`src/rtl/tranif_or3.sv`:
```
// ---------------------------------------------------------------------------
// tranif_or3
//
// Registered switch-level model of an N-input OR gate. A series chain of
// tranif0-style pull-up switches and a parallel bank of tranif1-style
// pull-down switches drive an internal node. An output inverter on that node
// restores OR polarity.
//
// Each switch has a fault-injection mask. The resolved node state is reported
// alongside the logic result, so the block can serve as a switch-level
// reference model.
//
// Parameters:
//   N           number of OR inputs; legal range 2..16
//
// Ports:
//   clk         system clock, rising-edge active
//   rst_n       asynchronous active-low reset
//   in_valid    sample x and both fault masks this cycle
//   x           OR inputs; x[i] gates pull-up switch i and pull-down switch i
//   pu_open     bit i forces pull-up switch i stuck-open
//   pd_short    bit i forces pull-down switch i stuck-closed
//   out_valid   one-cycle strobe: y, nor_node, node_state and fault updated
//   y           registered OR result (inverter output)
//   nor_node    registered logic value of the internal node
//   node_state  00 driven low, 01 driven high, 10 floating, 11 contention
//   fault       last accepted sample left the node floating or in contention
// ---------------------------------------------------------------------------
module tranif_or3 #(
    parameter int N = 3
) (
    input  logic         clk,
    input  logic         rst_n,
    input  logic         in_valid,
    input  logic [N-1:0] x,
    input  logic [N-1:0] pu_open,
    input  logic [N-1:0] pd_short,
    output logic         out_valid,
    output logic         y,
    output logic         nor_node,
    output logic [1:0]   node_state,
    output logic         fault
);

    localparam logic [1:0] ST_LOW   = 2'b00;
    localparam logic [1:0] ST_HIGH  = 2'b01;
    localparam logic [1:0] ST_FLOAT = 2'b10;
    localparam logic [1:0] ST_CONT  = 2'b11;

    logic [N-1:0] pu_on;
    logic [N-1:0] pd_on;
    logic         pu_path;
    logic         pd_path;

    logic [1:0]   state_nxt;
    logic         node_nxt;
    logic         y_nxt;

    // Per-switch conduction. A stuck-open pull-up can only break the chain.
    // A stuck-closed pull-down can only add a path to ground.
    assign pu_on = ~x & ~pu_open;
    assign pd_on = x | pd_short;

    // The pull-up switches are in series, so every one of them must conduct.
    // The pull-down switches are in parallel, so any one of them is enough.
    assign pu_path = &pu_on;
    assign pd_path = |pd_on;

    always_comb begin
        state_nxt = ST_HIGH;
        node_nxt  = nor_node;
        y_nxt     = y;
        case ({pu_path, pd_path})
            2'b10: begin
                state_nxt = ST_HIGH;
                node_nxt  = 1'b1;
                y_nxt     = 1'b0;
            end
            2'b01: begin
                state_nxt = ST_LOW;
                node_nxt  = 1'b0;
                y_nxt     = 1'b1;
            end
            2'b11: begin
                // The pull-down network is modelled as the stronger one,
                // so the node fights its way to 0.
                state_nxt = ST_CONT;
                node_nxt  = 1'b0;
                y_nxt     = 1'b1;
            end
            default: begin
                // Floating node: charge storage keeps the last value, and
                // the inverter output keeps following it.
                state_nxt = ST_FLOAT;
                node_nxt  = nor_node;
                y_nxt     = y;
            end
        endcase
    end

    always_ff @(posedge clk or negedge rst_n) begin
        if (!rst_n) begin
            out_valid  <= 1'b0;
            y          <= 1'b0;
            nor_node   <= 1'b1;
            node_state <= ST_HIGH;
            fault      <= 1'b0;
        end else begin
            out_valid <= in_valid;
            if (in_valid) begin
                y          <= y_nxt;
                nor_node   <= node_nxt;
                node_state <= state_nxt;
                fault      <= state_nxt[1];
            end
        end
    end

endmodule

```
`config.mk`:
```
export PLATFORM = sky130hd
export DESIGN_NAME = tranif_or3
export DESIGN_NICKNAME = d
export VERILOG_FILES = /design/src/rtl/tranif_or3.sv
export SDC_FILE = /design/constraint.sdc
export NUM_CORES = 1
export LEC_CHECK = 0
export CAP_MARGIN = 20
export CORE_AREA = 4 4 41 43
export CTS_CLUSTER_SIZE = 10
export DETAILED_ROUTE_END_ITERATION = 8
export DIE_AREA = 0 0 45 47
export GPL_TIMING_DRIVEN = 0
export PLACE_DENSITY = 0.52
export SYNTH_ARGS = -nofsm -noshare
export SYNTH_HDL_FRONTEND = slang
export SYNTH_SLANG_ARGS = --single-unit
```
`constraint.sdc`:
```
create_clock -name clk -period 0.8 [get_ports clk]
set_clock_uncertainty 0.1 [all_clocks]
set_input_delay 0.24 -clock clk [delete_from_list [all_inputs] [get_ports clk]]
set_output_delay 0.24 -clock clk [all_outputs]
set_load 0.01 [all_outputs]
```
# [After elaboration in Yosys (flattened, before gate mapping)]
# Index checks and enable logic that the tools add are counted.
[word_totals] in_bits=12 word_cells=20 register_bits=6 output_inout_bits=6
[classes] reduce_logical=5 muxes=3 eq_ne=3 bitwise=4
[ops] op="3-bit NOT" count=2
[ops] op="2-bit case mux with 3 select lines" count=1
[ops] op="2-bit == test (second input constant)" count=2
[ops] op="1-bit case mux with 2 select lines" count=2
[ops] op="3-bit AND" count=1
[ops] op="3-bit bitwise OR" count=1
[ops] op="3-bit AND reduction" count=1
[ops] op="3-bit OR reduction" count=1
[ops] op="2-bit by 1-bit == test with 1-bit output (second input constant)" count=1
[ops] op="2-bit AND reduction" count=1
[ops] op="2-bit nonzero test" count=1
[ops] op="2-bit OR reduction" count=1

# [Longest topological paths before layout]
# Gate-level depths: netlist of run 1.
[logic_depth] depth_word=7 depth_mapped=5 mapped_depth_nobuf=5

# [Least setup slack after synthesis of run 1]
# No wires, ideal clock.
[synth_path] path_type="input-to-reg" from="input port x[1]" to="register y" setup_time_ps=138 required_ps=562 n_path_buf=0 path_stages=5 arrival_time_ps=1613 setup_slack_ps=-1051 cell_sequence="or3_4 > or4_1 > ha_1 > nor4b_1 > a2bb2oi_1"
[synth_via] elab_chain_cells=7 elab_cells_between_ends=12 classes_between="3 x eq/ne; 1 x mux; 3 x bitwise; 5 x reduce/logical"
[synth_lines] item="start: declaration" line_no="35" rtl="input logic [N-1:0] x,"
[synth_lines] item="3-bit NOT" line_no="61" rtl="assign pu_on = ~x & ~pu_open;"
[synth_lines] item="3-bit AND" line_no="61"
[synth_lines] item="3-bit AND reduction" line_no="66" rtl="assign pu_path = &pu_on;"
[synth_lines] item="2-bit == test or 2-bit by 1-bit == test with 1-bit output (tied branches)" line_no="73" rtl="case ({pu_path, pd_path})"
[synth_lines] item="2-bit OR reduction (no line)"
[synth_lines] item="2-bit nonzero test (no line)"
[synth_lines] item="2-bit AND reduction (no line)"
[synth_lines] item="end signal: assignment" line_no="111" rtl="y <= y_nxt;"
[synth_lines] item="end: declaration" line_no="39" rtl="output logic y,"
# Parallel ways exist; a longest one is shown, timed or not.
# A chain may end at the register's enable or synchronous reset.

# [Worst setup path after layout of run 1]
[layout_path] from="input port x[0]" to="register nor_node"
[layout_via] elab_chain_cells=7 elab_cells_between_ends=12 classes_between="3 x eq/ne; 1 x mux; 3 x bitwise; 5 x reduce/logical"
[layout_lines] item="3-bit NOT" line_no="61"
[layout_lines] item="3-bit AND" line_no="61"
[layout_lines] item="3-bit AND reduction" line_no="66"
[layout_lines] item="2-bit == test or 2-bit by 1-bit == test with 1-bit output (tied branches)" line_no="73"
[layout_lines] item="2-bit OR reduction (no line)"
[layout_lines] item="2-bit nonzero test (no line)"
[layout_lines] item="2-bit AND reduction (no line)"
[layout_lines] item="end signal: assignment" line_no="112" rtl="nor_node <= node_nxt;"
[layout_lines] item="end: declaration" line_no="40" rtl="output logic nor_node,"
# Parallel ways exist; a longest one is shown, timed or not.

==> results of run 1 <==
[cell families (layout without fill, tap and decap cells)]
kind of cell               Yosys count  in the layout  synth area share
adders and majority gates            3              3            0.1339
and+or+nand+nor                     10             10            0.2411
AOI/OAI and AO/OA                    3              3           0.08035
muxes                                1              1           0.03572
buffers and inverters                3             29           0.05359
DFF                                  5              5            0.4553
[power by group through the flow]
| stage | registers (mW) | logic, mW | clock network (mW) |
|---|---|---|---|
| CTS | 0.271 | 0.131 | 0.289 |
| finish | 0.271 | 0.146 | 0.284 |
| floorplan | 0.279 | 0.0252 | 0 |
| global route | 0.273 | 0.157 | 0.304 |
| detailed placement | 0.274 | 0.122 | 0 |
| global placement | 0.274 | 0.120 | 0 |
[repair_timing]
item / in CTS / in global routing
pin swaps: 4 / 1
cloned: 0 / 0
endpoints found under the setup margin: 10 / 11
gates resized for setup: 48 / 11
endpoints found under the hold margin: 0 / 0
buffers inserted: 5 / 1
[worst max-delay path: cells and delay by family]
kind / cells / cell delay, ps
compound gates: 1 / 150
fa+ha+maj: 1 / 180
buf+inv: 1 / 90
simple gates: 3 / 1130
[metrics by stage]
step | hold slack [ps] | utilization | std cells | TNS (ps) | area [um^2]
CTS | 124.7 | 0.4317 | 65 | -5843 | 561.8
global route | 151.6 | 0.4760 | 66 | -6072 | 619.3
floorplan | -155.6 | - | 25 | -3657 | 295.3
global placement | 365.6 | 0.3721 | 57 | -8596 | 484.2
finish | 126.8 | 0.4760 | 66 | -5784 | 619.3
detailed placement | 373.2 | 0.3721 | 57 | -8692 | 484.2
[per-layer routing]
| metal | share of wire | GRT usage | up-vias |
|---|---|---|---|
| met2 | 0.59 | 0.1441 | 14 |
| met1 | 0.31 | 0.08506 | 144 |
| met4 | 0 | 0.05263 | 0 |
| met5 | 0 | 0 | - |
| li1 | - | - | 143 |
| met3 | 0.097 | 0.003831 | 0 |
[flip-flops by register name (all words and copies together), names as in the netlist]
name,cells
y,1
out_valid,1
nor_node,1
node_state,2
[path summary, 6_finish.rpt]
check / startpoint / to / slack [ps] / cells after the start
max in group asynchronous: rst_n / nor_node / 210 / 1
max: x[0] / nor_node / -940 / 6
min reg2reg: nor_node / nor_node / 400 / 2
min: rst_n / node_state[1] / 130 / 1
max reg2reg: node_state[1] / node_state[1] / -130 / 4
min in group clk: in_valid / out_valid / 160 / 1
[synthesized netlist by cell type]
cell and n:
mux2i_1 1, buf_4 1, or3_4 1, nor4b_1 1, a2bb2oi_1 1, or4_1 2
nor2b_1 1, inv_1 2, nor2_1 2, nor4_1 3, ha_1 3, dfstp_2 2
a21oi_1 1, dfrtp_1 3, o2bb2ai_1 1
[layout make-up]
class / instances / area share
well taps: 15 / 0.03030
multi-input cells: 17 / 0.3556
flip-flops and latches: 5 / 0.2061
clock buffers: 4 / 0.04242
inverters: 2 / 0.01212
repair buffers: 23 / 0.3535
==> metrics.yaml, run 1 <==
synth:
  synthTopCellsByArea: "dfrtp_1 (27%), dfstp_2 (19%), ha_1 (13%)"
  ys_seq_area_frac: 0.4554
  syn_inst: 25
  ys_ff_latch: 5
  synth_area_um2: 280.3
  syn_nets: 40
  synth.top_cell.area_share: 0.2679
  synth_area_leader_cell: "dfrtp_1"
  syn_area_per_cell_um2: 11.21
  ys_types: 15
  ys_warn_count: 0
cells_and_area:
  n_fill_cell: 127
  final_common_cell: "buf_6"
  n_antenna_cell: 0
  seq_area_um2: 127.6
  finalNetCount: 67
  drive_above_1_share: 0.5882
  syn_to_final_growth_pct: 121.0
  layout_common_cells: "buf_6 (8), buf_2 (4), clkdlybuf4s50_1 (4)"
  multiInputGateArea_um2: 220.2
critical_path:
  critPathRequiredTime_ps: 860
  critPathMaxStageDelay_ps: 500
  start_kind: "input pin"
  endpoint_kind: "register"
  critPathMaxFanout: 3
  worstSetupPathType: "in -> reg"
  crit_chain: "buf_6, or3_4, or4_4, ha_4, nor4b_4, o2bb2ai_1"
  arrival_ps: 1800
  slowest_stage: "or4_4"
global_route:
  grt_max_degree: 7
  antenna_found_initial: 0
  groute.usage.overall: 0.07772
  grt_pass1_wl_um: 1235
  grt_pass1_vias: 322
  overflow: 0
place:
  portBuffers: 17
  gp_congestion: 0.6143
  hpwl_um: 528.6
  pre_cts_ws_ps: -1495
power:
  power.density_nw_per_um2: 1134
  p_leak_nw: 0.2750
  power_frac_seq: 0.386
  finalPower_uw: 702.1
  power_frac_clock: 0.405
  ir_worst_vdd_v: 0.0004816
  combPwrFrac: 0.208
  internal_power_uw: 543.2
  switching_share: 0.2263
  switching_power_uw: 158.9
sta:
  fmax_ghz: 0.5750
  setup_ws_ps: -939.0
  finalHoldViolCount: 0
  min_period_ps: 1739
  worst_pin_slew_ps: 464.3
  slew_viol_final: 0
  relSlewSlack: 0.6876
  final.period_utilization: 2.174
  setup_viol: 10
  rsz0062_at_grt: "true"
clock_network:
  cts-htree-levels: 1
  numCtsBuffers: 3
  worstSkewPairLatency_ps: 240
  clk_pin_slew_ps: 50
  cts_sinks: 5
  clockBufferDepth: 2
  tritoncts: "built"
  postCtsHoldBufs: 0
  cts_root_buffer: "clkbuf_4"
route:
  drt_first_pass_iters: 2
  wire_per_inst_um: 11.71
  vias: 301
  drtIter0Drc: 1
  routed_wl_um: 773
  drt.antenna.violating_nets: 0
  routed_via_density: 4.561
  drc: 0
floorplanning:
  die-area_um2: 2115
  start_util: 0.2154
  placementRows: 13
  die_y_um: 47
  die_x_um: 45
  core_um2: 1301
  io_pins: 18
run:
  maxCapViolCount: 0
outcome:
  status: "finished, violations left"
  failed_checks: "setup timing"
worst_hold_path:
  hold_class: "in -> async"
No activity file was read; power rests on OpenSTA's default activity.
==> run 2: changes to the inputs <==
--- a/config.mk
+++ b/config.mk
@@ -12,6 +12,7 @@
 export DIE_AREA = 0 0 45 47
 export GPL_TIMING_DRIVEN = 0
 export PLACE_DENSITY = 0.52
+export SLEW_MARGIN = 15
 export SYNTH_ARGS = -nofsm -noshare
 export SYNTH_HDL_FRONTEND = slang
 export SYNTH_SLANG_ARGS = --single-unit
==> results of run 2 <==
Final layout, timing and power as in run 1 (identical DEF).
